`src/rtl/factorial_arbiter_if.sv`:
```
// Bundle of requester-side and factorial-unit-side signals for factorial_arbiter.
// The slave modport is the arbiter's view; master is the environment's view.
interface factorial_arbiter_if;
   logic        req0;
   logic        req1;
   logic [31:0] val0;
   logic [31:0] val1;
   logic        done0;
   logic        done1;
   logic [31:0] result;
   logic        overflow;
   logic        timeout;
   logic [31:0] fact_val;
   logic        fact_start;
   logic [31:0] fact_result;
   logic        fact_ready;
   logic        fact_overflow;

   modport slave (
      input  req0, req1, val0, val1, fact_result, fact_ready, fact_overflow,
      output done0, done1, result, overflow, timeout, fact_val, fact_start
   );

   modport master (
      output req0, req1, val0, val1, fact_result, fact_ready, fact_overflow,
      input  done0, done1, result, overflow, timeout, fact_val, fact_start
   );
endinterface

```
`src/rtl/factorial_arbiter.sv`:
```
// Round-robin arbiter sharing one factorial unit between two requesters.
// Trivial operands bypass the unit; a stalled unit is abandoned after TIMEOUT WAIT cycles.
module factorial_arbiter #(
   parameter int unsigned TIMEOUT = 64
) (
   input logic                clk,
   input logic                rst,
   factorial_arbiter_if.slave bus_io
);

   typedef enum logic [1:0] {StIdle, StIssue, StWait, StResp} state_e;

   localparam logic [6:0] CntLast = 7'(TIMEOUT - 1);

   state_e      state_q, state_d;
   logic [6:0]  cnt_q, cnt_d;
   logic        last_q, last_d;
   logic        gnt_q, gnt_d;
   logic [31:0] op_q, op_d;
   logic [31:0] rsp_result_q, rsp_result_d;
   logic        rsp_ovf_q, rsp_ovf_d;
   logic        rsp_to_q, rsp_to_d;
   logic [1:0]  done_q, done_d;

   logic        sel;
   logic [31:0] sel_op;

   // With both requesting, the one not served last wins.
   assign sel    = (bus_io.req0 && bus_io.req1) ? ~last_q : bus_io.req1;
   assign sel_op = sel ? bus_io.val1 : bus_io.val0;

   always_comb begin
      state_d      = state_q;
      cnt_d        = cnt_q;
      last_d       = last_q;
      gnt_d        = gnt_q;
      op_d         = op_q;
      rsp_result_d = rsp_result_q;
      rsp_ovf_d    = rsp_ovf_q;
      rsp_to_d     = rsp_to_q;
      done_d       = 2'b00;

      unique case (state_q)
         StIdle: begin
            if (bus_io.req0 || bus_io.req1) begin
               gnt_d  = sel;
               last_d = sel;
               op_d   = sel_op;
               cnt_d  = 7'd0;
               if (sel_op >= 32'd2 && sel_op <= 32'd12) begin
                  state_d = StIssue;
               end else begin
                  state_d      = StResp;
                  rsp_result_d = (sel_op < 32'd2) ? 32'd1 : 32'd0;
                  rsp_ovf_d    = (sel_op > 32'd12);
                  rsp_to_d     = 1'b0;
               end
            end
         end
         StIssue: begin
            state_d = StWait;
            cnt_d   = 7'd0;
         end
         StWait: begin
            // A ready seen at count 0 may belong to a previous job, so it is ignored.
            if (cnt_q != 7'd0 && bus_io.fact_ready) begin
               state_d      = StResp;
               rsp_result_d = bus_io.fact_result;
               rsp_ovf_d    = bus_io.fact_overflow;
               rsp_to_d     = 1'b0;
            end else if (cnt_q == CntLast) begin
               state_d      = StResp;
               rsp_result_d = 32'd0;
               rsp_ovf_d    = 1'b0;
               rsp_to_d     = 1'b1;
            end else begin
               cnt_d = cnt_q + 7'd1;
            end
         end
         StResp: begin
            done_d  = gnt_q ? 2'b10 : 2'b01;
            state_d = StIdle;
         end
         default: state_d = StIdle;
      endcase
   end

   always_ff @(posedge clk or posedge rst) begin
      if (rst) begin
         state_q      <= StIdle;
         cnt_q        <= 7'd0;
         last_q       <= 1'b1;
         gnt_q        <= 1'b0;
         op_q         <= 32'd0;
         rsp_result_q <= 32'd0;
         rsp_ovf_q    <= 1'b0;
         rsp_to_q     <= 1'b0;
         done_q       <= 2'b00;
      end else begin
         state_q      <= state_d;
         cnt_q        <= cnt_d;
         last_q       <= last_d;
         gnt_q        <= gnt_d;
         op_q         <= op_d;
         rsp_result_q <= rsp_result_d;
         rsp_ovf_q    <= rsp_ovf_d;
         rsp_to_q     <= rsp_to_d;
         done_q       <= done_d;
      end
   end

   assign bus_io.done0      = done_q[0];
   assign bus_io.done1      = done_q[1];
   assign bus_io.result     = (|done_q) ? rsp_result_q : 32'd0;
   assign bus_io.overflow   = (|done_q) ? rsp_ovf_q : 1'b0;
   assign bus_io.timeout    = (|done_q) ? rsp_to_q : 1'b0;
   assign bus_io.fact_start = (state_q == StIssue);
   assign bus_io.fact_val   = (state_q == StIssue || state_q == StWait) ? op_q : 32'd0;

endmodule

```
`src/flat_wrapper.sv`:
```
// flat-port wrapper written by rule: the top's interface ports become plain ports
module factorial_arbiter_flat 
#(
   parameter int unsigned TIMEOUT = 64
)
  (clk, rst, bus_io_req0, bus_io_req1, bus_io_val0, bus_io_val1, bus_io_fact_result, bus_io_fact_ready, bus_io_fact_overflow, bus_io_done0, bus_io_done1, bus_io_result, bus_io_overflow, bus_io_timeout, bus_io_fact_val, bus_io_fact_start);
  factorial_arbiter_if bus_io_i ();
  input logic clk;
  input logic rst;
  input wire logic [$bits(bus_io_i.req0)-1:0] bus_io_req0;
  input wire logic [$bits(bus_io_i.req1)-1:0] bus_io_req1;
  input wire logic [$bits(bus_io_i.val0)-1:0] bus_io_val0;
  input wire logic [$bits(bus_io_i.val1)-1:0] bus_io_val1;
  input wire logic [$bits(bus_io_i.fact_result)-1:0] bus_io_fact_result;
  input wire logic [$bits(bus_io_i.fact_ready)-1:0] bus_io_fact_ready;
  input wire logic [$bits(bus_io_i.fact_overflow)-1:0] bus_io_fact_overflow;
  output wire logic [$bits(bus_io_i.done0)-1:0] bus_io_done0;
  output wire logic [$bits(bus_io_i.done1)-1:0] bus_io_done1;
  output wire logic [$bits(bus_io_i.result)-1:0] bus_io_result;
  output wire logic [$bits(bus_io_i.overflow)-1:0] bus_io_overflow;
  output wire logic [$bits(bus_io_i.timeout)-1:0] bus_io_timeout;
  output wire logic [$bits(bus_io_i.fact_val)-1:0] bus_io_fact_val;
  output wire logic [$bits(bus_io_i.fact_start)-1:0] bus_io_fact_start;
  assign bus_io_i.req0 = bus_io_req0;
  assign bus_io_i.req1 = bus_io_req1;
  assign bus_io_i.val0 = bus_io_val0;
  assign bus_io_i.val1 = bus_io_val1;
  assign bus_io_i.fact_result = bus_io_fact_result;
  assign bus_io_i.fact_ready = bus_io_fact_ready;
  assign bus_io_i.fact_overflow = bus_io_fact_overflow;
  assign bus_io_done0 = bus_io_i.done0;
  assign bus_io_done1 = bus_io_i.done1;
  assign bus_io_result = bus_io_i.result;
  assign bus_io_overflow = bus_io_i.overflow;
  assign bus_io_timeout = bus_io_i.timeout;
  assign bus_io_fact_val = bus_io_i.fact_val;
  assign bus_io_fact_start = bus_io_i.fact_start;
  factorial_arbiter #(.TIMEOUT(TIMEOUT)) u_core (.clk(clk), .rst(rst), .bus_io(bus_io_i));
endmodule
```
`config.mk`:
```
export PLATFORM = sky130hd
export DESIGN_NAME = factorial_arbiter_flat
export DESIGN_NICKNAME = d
export VERILOG_FILES = /design/src/rtl/factorial_arbiter_if.sv /design/src/rtl/factorial_arbiter.sv /design/src/flat_wrapper.sv
export SDC_FILE = /design/constraint.sdc
export NUM_CORES = 1
export LEC_CHECK = 0
export BUFFER_PORTS_ARGS = -buffer_cell sky130_fd_sc_hd__buf_2
export CORE_AREA = 3 3 116 118
export DETAILED_ROUTE_END_ITERATION = 6
export DIE_AREA = 0 0 119 121
export GPL_ROUTABILITY_DRIVEN = 0
export PLACE_DENSITY = 0.7
export SYNTH_ARGS = -nofsm -noshare
export SYNTH_HDL_FRONTEND = slang
export SYNTH_SLANG_ARGS = --single-unit
```
`constraint.sdc`:
```
create_clock -name clk -period 4.55 [get_ports clk]
set_input_delay 0.455 -clock clk [delete_from_list [all_inputs] [get_ports clk]]
set_output_delay 0.455 -clock clk [all_outputs]
set_load 0.05 [all_outputs]
```
-- Yosys cells after proc, flatten, opt, wreduce, memory -nomap -nowiden
Index checks and enable logic that the tools add are counted.
- $add $sub $neg: 1
- $lt $le $gt $ge: 4
- div/mod/pow operators: 0
- multipliers: 0
- equality and inequality tests: 9
- bitwise gates (word level): 1
- multiplexer cells: 33
- shift-type cells: 0
- reductions and logical operators: 14
- operators with widths (cell ; count):
    32-bit 2-to-1 mux ; 7
    32-bit one-hot mux with 2 select lines ; 1
    32-bit by 2-bit >= comparator with 1-bit output, second input constant ; 1
    32-bit by 4-bit greater-than comparator with 1-bit output, second input constant ; 1
    32-bit by 4-bit less-or-equal comparator with 1-bit output, second input constant ; 1
    32-bit by 2-bit < comparator with 1-bit output, second input constant ; 1
    7-bit 2-to-1 mux ; 3
    7-bit one-hot mux with 3 select lines ; 1
    1-bit 2-to-1 mux ; 12
    2-bit 2-to-1 mux ; 6
    2-bit one-hot mux with 4 select lines ; 1
    4-bit AND reduction ; 2
    7-bit by 1-bit adder with 7-bit output, second input constant ; 1
    7-bit by 6-bit == test with 1-bit output, second input constant ; 1
    7-bit nonzero test ; 1
    2-bit != test, second input constant ; 3
    2-bit == test, second input constant ; 2
    1-bit one-hot mux with 2 select lines ; 2
    2-bit AND reduction ; 2
    1-bit logical AND ; 3
    3-bit by 1-bit != test with 1-bit output, second input constant ; 1
    3-bit nonzero test ; 1
    2-bit by 1-bit == test with 1-bit output, second input constant ; 1
    2-bit zero test ; 1
    other kinds (5) ; 6
- memory bits (read-only): 0
- bits in latches: 0
- output and inout port bits: 69
- flip-flop bits (word level): 79
- memories: 0
- input port bits: 102
- RAM bits: 0

-- Depth between registers and ports, before layout
Gate-level depths: netlist of run 1.
- depth after elaboration: 8
- mapped depth: 8

-- Least setup slack after synthesis of run 1
OpenSTA, ideal clock, no wires.
- path type: reg2reg
- start point: register u_core.cnt_q[0]
- end point: register u_core.rsp_ovf_q
- period minus slack after synthesis: 2155 ps
- arrival time: 2028 ps
- path buffers: 0
- library setup time: 128 ps
- slack: 2395 ps
- stages on the path, launching flop included: 8
- data required time: 4422 ps
- cell sequence: dfrtp_1 > inv_1 > ha_1 > or4b_1 > o31a_1 > o21bai_2 > a211oi_4 > mux2_1
- cells in the longest elaborated chain, start to end: 4
- elaborated cells on any way between the ends: 7
- ends and longest elaborated chain (item ; RTL line ; text):
    start: declaration ; factorial_arbiter.sv:16 ; logic [6:0] cnt_q, cnt_d;
    start signal: assignment ; factorial_arbiter.sv:101 ; cnt_q <= cnt_d;
    7-bit nonzero test ; factorial_arbiter.sv:66 ; if (cnt_q != 7'd0 && bus_io.fact_ready) begin
    1-bit logical AND ; factorial_arbiter.sv:66 ;
    3-bit by 1-bit != test with 1-bit output (no line) / 1-bit 2-to-1 mux (equally long branches) ; - ;
    4-bit AND reduction (no line) / 1-bit one-hot mux with 2 select lines (equally long branches) ; - ;
    end signal: assignment ; factorial_arbiter.sv:106 ; rsp_ovf_q <= rsp_ovf_d;
    end: declaration ; factorial_arbiter.sv:21 ; logic rsp_ovf_q, rsp_ovf_d;
Several ways; a longest one is shown, not always the timed one.
A chain may end at the register's enable or synchronous reset.

-- Worst setup path in the final report of run 1
- start point: register u_core.last_q
- end point: register u_core.rsp_ovf_q
- cells in the longest elaborated chain, start to end: 7
- elaborated cells on any way between the ends: 12
- ends and longest elaborated chain (item ; RTL line ; text):
    start: declaration ; factorial_arbiter.sv:17 ; logic last_q, last_d;
    start signal: assignment ; factorial_arbiter.sv:102 ; last_q <= last_d;
    1-bit inverter (*) ; factorial_arbiter.sv:29 ; assign sel = (bus_io.req0 && bus_io.req1) ? ~last_q : bus_io.req1;
    1-bit 2-to-1 mux (*) ; factorial_arbiter.sv:29 ;
    32-bit 2-to-1 mux (*) ; factorial_arbiter.sv:30 ; assign sel_op = sel ? bus_io.val1 : bus_io.val0;
    32-bit by 4-bit greater-than comparator with 1-bit output (tied with other cells) ; factorial_arbiter.sv:55 ; rsp_ovf_d = (sel_op > 32'd12);
    1-bit 2-to-1 mux / 1-bit logical AND (equally long branches) ; factorial_arbiter.sv:50 ; if (sel_op >= 32'd2 && sel_op <= 32'd12) begin
    1-bit 2-to-1 mux / 2-bit != test (equally long branches) ; - ;
    1-bit one-hot mux with 2 select lines / 4-bit AND reduction (equally long branches) ; - ;
Every way passes the cells marked *; elsewhere a longest branch is shown, timed or not. The select of a mux whose other input is x is not followed.

==> results.yml, run 1 <==
floorplanning:
  core_mm2: 0.0126
  core.rowCount: 41
  dieArea_mm2: 0.0144
  ioPinCount: 171
  die_w_um: 119
  initial_core_util: 0.344
  dieHeight_um: 121
flow_run:
  cap_violations: 0
clock_network:
  h-tree-depth: 3
  cts_setup_buffers: 0
  numClockSinks: 79
  clk_path_buf_depth: 2
  cts_resized: 0
  clk_pin_slew_ns: 0.06
  cts_tree: "built"
  cts_hold_buf: 0
  clock-root-buffer: "clkbuf_16"
  numCtsBuffers: 9
  clkLatencyLatePin_ns: 0.34
global_route:
  grt_overflow: 0
  grt_usage: 0.162
  grt_start_max_net_pins: 66
  antenna_found_initial: 0
  grt_first_pass_wirelength_um: 18500
  grt_pass1_vias: 3744
sta:
  fin_tns_setup_ns: 0
  setup_viol: 0
  finalHoldViolations: 0
  slew_violations: 0
  grt_setup_unrepaired: "no"
  skew_ns: 0.00691
  max_freq_mhz: 299
  fin_ws_ns: 1.21
  max_slew_margin: 0.165
  final.min_clock_period_ns: 3.34
  worst_pin_slew_ns: 1.25
  layout_worst_path_cycle_share: 0.735
final_layout:
  drive_gt1_frac: 0.316
  num_antenna_cells: 0
  multi_input_area_mm2: 0.00209
  syn2layout_area_growth_pct: 29.8
  fillers: 1212
  regArea_mm2: 0.00198
  final_area_mm2: 0.00561
  nNetsFinal: 733
  fin_cells: 801
detailed_routing:
  first_pass_iters: 4
  antenna_left: 0
  top_layer: "met4"
  drt_iter0_markers: 190
  avgRoutedWirePerCell_um: 14.7
  via_per_inst: 4.79
  wl_met3_um: 842
  vias: 3838
  drt-total-wl_um: 11700
  wl_met1_um: 5220
  drcViolationCount: 0
  met2_length_um: 5490
setup_path:
  crit_type: "reg2reg"
  path_cells: "a21bo_2, nand4_1, a222oi_1, a211oi_4, buf_4, mux2_1"
  worstSetupEndpoint: "u_core.rsp_ovf_q$_DFFE_PP0P_"
  critPathCaptureType: "register"
  reg2regPathDepth: 6
  crit_path_start: "u_core.last_q$_DFFE_PP1P_"
  regToRegSetupSlack_ns: 1.21
  worstSetupStartpointType: "register"
  cp_data_arrival_time_ns: 3.56
  cp_slowest_cell: "a222oi_1"
  cp_max_fo: 25
  worstReg2RegEnd: "u_core.rsp_ovf_q$_DFFE_PP0P_"
  crit_required_ns: 4.77
  r2r-start: "u_core.last_q$_DFFE_PP1P_"
  max_stage_delay_ns: 0.81
synthesis:
  syn_inst: 464
  ys_types: 47
  syn_avg_cell_area_um2: 9.32
  synth_nets: 573
  synth_edf_count: 0
  ys_async_sr_fraction: 1.00
  ys.flop_type: "dfrtp_1"
  synth_area_mm2: 0.00432
  yosysWarnings: 0
  synth_area_leaders: "dfrtp_1, mux2i_1, nand2_1"
  ys_seq_area_frac: 0.458
  synth-seq-cells: 79
  synth_top_cell_by_area: "dfrtp_1"
  synth_top_area_share: 0.452
power_and_ir_drop:
  power.density_mw_per_mm2: 697
  p_leak_nw: 2.86
  vdd_drop_max_v: 0.000501
placed_design:
  dpl_cell_area_mm2: 0.00531
  place_hpwl_um: 8890
  numPortBuffers: 170
  dp_slack_ns: 1.16
  dp_cells: 785
status:
  status: "complete, no violations"
hold_path:
  min_path_type: "in2async"
## synthesized netlist by cell type, types with 2 or more instances
library cell	n
mux2i_1	63
ha_1	7
clkbuf_1	22
nor2b_1	4
a22o_1	4
mux2_1	3
nor3b_1	2
o21ai_1	2
and2_1	34
nor2_1	36
a21oi_1	4
nand2_1	67
nor3_1	3
nand4_1	5
nor4_1	14
inv_1	38
o211ai_1	2
dfrtp_1	78
a31oi_1	2
nand4b_1	3
nand2b_1	4
o21ai_0	39
buf_6	4
## metal layers
layer,vias up,track usage
met2,174,0.270
li1,1891,-
met3,16,0.0359
met4,0,0.0637
met5,-,0
met1,1757,0.203
## cells by family (layout without fill, tap and decap cells)
family / count (synthesis) / after routing / synth area share
muxes: 66 / 66 / 0.154
AOI/OAI and AO/OA: 70 / 70 / 0.104
and+or+nand+nor: 178 / 178 / 0.201
buffers and inverters: 64 / 229 / 0.0625
DFF: 79 / 79 / 0.458
adders and majority gates: 7 / 7 / 0.0203
## worst min-delay path by stage
stage | from | to | slack [ns] | cells after the start
2_1_floorplan | u_core.gnt_q$_DFFE_PP0P_ | u_core.done_q[0]$_DFF_PP0_ | 0.42 | 1
3_3_place_gp | u_core.op_q[8]$_DFFE_PP0P_ | u_core.op_q[8]$_DFFE_PP0P_ | 0.45 | 2
3_5_place_dp | u_core.gnt_q$_DFFE_PP0P_ | u_core.done_q[0]$_DFF_PP0_ | 0.46 | 1
4_1_cts | rst | u_core.rsp_result_q[3]$_DFFE_PP0P_ | 0.34 | 2
5_1_grt | bus_io_fact_result[25] | u_core.rsp_result_q[25]$_DFFE_PP0P_ | 0.36 | 3
6_report | rst | u_core.rsp_result_q[17]$_DFFE_PP0P_ | 0.32 | 2
## where the power goes
part	switching [W]	total [W]	internal, W
Combinational	0.00152	0.00213	0.000614
Sequential	0.000116	0.00106	0.000940
Clock	0.000284	0.000724	0.000440
Total	0.00192	0.00391	0.00199
## flip-flops by register name (all words and copies together) (netlist names)
register,count
u_core.cnt_q,7
u_core.done_q,2
u_core.last_q,1
u_core.rsp_result_q,32
u_core.rsp_to_q,1
u_core.state_q,2
u_core.op_q,32
u_core.rsp_ovf_q,1
u_core.gnt_q,1
## worst max-delay path: cells and delay by family, from the launching register on
family / cells / cell delay (ns)
mux: 1 / 0.34
buf+inv: 1 / 0.35
compound gates: 3 / 1.72
simple gates: 1 / 0.22
flops: 1 / 0.56
## cell usage in the layout (no fill, tap or decap), drive strengths merged, types with 11 or more instances in the layout
master | synthesis | final
nand2 | 67 | 67
inv | 38 | 38
clkbuf | 22 | 11
o21ai | 41 | 41
mux2i | 63 | 63
nor4 | 14 | 14
and2 | 34 | 34
dfrtp | 78 | 78
nor2 | 36 | 36
buf | 4 | 175
## stage by stage
step | utilization | total power [W] | hold WS (ns)
after global placement | 0.423 | 0.00318 | 0.454
after floorplan | - | 0.00274 | 0.417
after global routing | 0.447 | 0.00416 | 0.363
after CTS | 0.447 | 0.00396 | 0.339
after detailed placement | 0.423 | 0.00321 | 0.463
final | 0.447 | 0.00391 | 0.317
## area by class of cell
| type | count | area share |
|---|---|---|
| multi-input cells | 321 | 0.372 |
| flip-flops and latches | 79 | 0.352 |
| repair buffers | 175 | 0.158 |
| clock buffers | 11 | 0.0432 |
| well taps | 172 | 0.0383 |
| inverters | 38 | 0.0256 |
| clock inverters | 5 | 0.0100 |
Note: power is estimated with default switching activity, not from simulation.
==> run 2, diff against run 1 <==
--- a/config.mk
+++ b/config.mk
@@ -10,7 +10,7 @@
 export DETAILED_ROUTE_END_ITERATION = 6
 export DIE_AREA = 0 0 119 121
 export GPL_ROUTABILITY_DRIVEN = 0
-export PLACE_DENSITY = 0.7
+export PLACE_DENSITY = 0.72
 export SYNTH_ARGS = -nofsm -noshare
 export SYNTH_HDL_FRONTEND = slang
 export SYNTH_SLANG_ARGS = --single-unit
==> constraint.sdc (replaced) <==
create_clock -name clk -period 2.97 [get_ports clk]
set_input_delay 0.297 -clock clk [delete_from_list [all_inputs] [get_ports clk]]
set_output_delay 0.297 -clock clk [all_outputs]
set_load 0.05 [all_outputs]
==> run 2 against run 1 <==
Compared with the run above:
- total power is 52% higher
- critical path type unchanged
- core utilization is 0.13 points higher
- global-route usage is 0.51 points higher
- combinational power is 55% higher
- sequential power is 53% higher
- flip-flop and latch count stayed put
- cell count is 0.50% higher
- cell area is 0.29% higher
- wire length is 0.53% lower
- critical endpoint unchanged
- non-clock buffer count is 5 higher
- first-iteration DRC count is 12% higher
==> results.yml, run 2 (synthesis gave the netlist of run 1 again) <==
status:
  status: "complete, no violations"
floorplanning:
  core_mm2: 0.0126
  initial_core_util: 0.344
  dieHeight_um: 121
  dieArea_mm2: 0.0144
  ioPinCount: 171
  core.rowCount: 41
  die_w_um: 119
detailed_routing:
  drt_iter0_markers: 212
  avgRoutedWirePerCell_um: 14.5
  antenna_left: 0
  via_per_inst: 4.84
  first_pass_iters: 5
  vias: 3896
  drcViolationCount: 0
  drt-total-wl_um: 11700
sta:
  fin_tns_setup_ns: 0
  layout_worst_path_cycle_share: 0.904
  slew_violations: 0
  final.min_clock_period_ns: 2.68
  max_freq_mhz: 372
  worst_pin_slew_ns: 0.901
  finalHoldViolations: 0
  skew_ns: 0.00674
  setup_viol: 0
  max_slew_margin: 0.399
  grt_setup_unrepaired: "no"
power_and_ir_drop:
  p_leak_nw: 2.88
  power.density_mw_per_mm2: 1060
  total_power_w: 0.00594
  vdd_drop_max_v: 0.000707
setup_path:
  cp_max_fo: 34
  cp_data_arrival_time_ns: 2.90
  reg2regPathDepth: 6
  r2r-start: "u_core.last_q$_DFFE_PP1P_"
  worstReg2RegEnd: "u_core.rsp_ovf_q$_DFFE_PP0P_"
  critPathCaptureType: "register"
  worstSetupStartpointType: "register"
  crit_type: "reg2reg"
  crit_required_ns: 3.19
  regToRegSetupSlack_ns: 0.29
clock_network:
  cts_tree: "built"
  numCtsBuffers: 9
  clk_path_buf_depth: 2
  cts_setup_buffers: 0
  clock-root-buffer: "clkbuf_16"
  cts_hold_buf: 0
  clkLatencyLatePin_ns: 0.34
  h-tree-depth: 3
  numClockSinks: 79
  cts_resized: 0
  clk_pin_slew_ns: 0.06
final_layout:
  num_antenna_cells: 0
  final_common_cell: "buf_2"
  nNetsFinal: 738
  layout_common_cells: "buf_2, dfrtp_1, nand2_1"
  drive_gt1_frac: 0.321
  final_area_mm2: 0.00563
  fillers: 1212
  syn2layout_area_growth_pct: 30.2
  reg.largest.list: "u_core.op_q: 32 flops, u_core.rsp_result_q: 32 flops, u_core.cnt_q: 7 flops"
global_route:
  grt_overflow: 0
  antenna_found_initial: 0
  grt_usage: 0.167
  grt_pass1_vias: 3843
  grt_first_pass_wirelength_um: 19100
  grt_start_max_net_pins: 66
placed_design:
  dpl_cell_area_mm2: 0.00536
  place_hpwl_um: 8970
  numPortBuffers: 170
flow_run:
  cap_violations: 0
hold_path:
  min_path_type: "in2async"
-- run 2: changes by cell type in the layout (fill, tap and decap cells not counted) --
cell       change
inv_6          -1
clkinv_2       +1
buf_4          +4
buf_12         +1
bufinv_16      -1
-- run 2: critical path: stages, from the launching register on --
cell	delay [ns]
dfstp_2	0.55
a21bo_2	0.36
nand4_1	0.20
a222oi_1	0.74
a211oi_4	0.15
buf_12	0.22
mux2_1	0.33
-- run 2: stage by stage --
step / utilization / worst slack, ns / std cells / hold slack (ns)
floorplan: - / 0.651 / 464 / 0.370
global route: 0.448 / 0.123 / 805 / 0.193
CTS: 0.448 / 0.302 / 805 / 0.155
global placement: 0.427 / 0.426 / 790 / 0.455
detailed placement: 0.427 / 0.319 / 790 / 0.463
finish: 0.448 / 0.285 / 805 / 0.117
-- run 2: worst max-delay path by stage --
stage	startpoint	endpoint	slack (ns)	cells after the start
CTS	u_core.last_q$_DFFE_PP1P_	u_core.rsp_ovf_q$_DFFE_PP0P_	0.30	6
floorplan	rst	u_core.cnt_q[0]$_DFFE_PP0P_	0.65	1
global route	u_core.last_q$_DFFE_PP1P_	u_core.rsp_to_q$_DFFE_PP0P_	0.12	6
detailed placement	u_core.last_q$_DFFE_PP1P_	u_core.rsp_to_q$_DFFE_PP0P_	0.32	6
finish	u_core.last_q$_DFFE_PP1P_	u_core.rsp_ovf_q$_DFFE_PP0P_	0.29	6
global placement	u_core.last_q$_DFFE_PP1P_	u_core.rsp_result_q[0]$_DFFE_PP0P_	0.43	6
-- run 2: cell type report --
| cell class | count | area (µm²) | share of cell area |
|---|---|---|---|
| Clock buffer | 11 | 243 | 0.0431 |
| Clock inverter | 4 | 22.5 | 0.00400 |
| Inverter | 38 | 144 | 0.0256 |
| Multi-Input combinational cell | 321 | 2090 | 0.371 |
| Sequential cell | 79 | 1980 | 0.351 |
| Tap cell | 172 | 215 | 0.0382 |
| Timing Repair Buffer | 180 | 938 | 0.167 |
-- run 2: report_power, final --
| part | internal [W] | leakage, nW | switching, W |
|---|---|---|---|
| clock network | 0.000580 | 0.131 | 0.000431 |
| logic | 0.000981 | 1.71 | 0.00233 |
| registers | 0.00144 | 1.04 | 0.000178 |
| total | 0.00300 | 2.88 | 0.00294 |
-- run 2: routing by layer --
metal / track usage / part of all wire
met4: 0.0652 / 0.024
met3: 0.0569 / 0.093
met1: 0.213 / 0.43
met2: 0.261 / 0.45
met5: 0 / 0
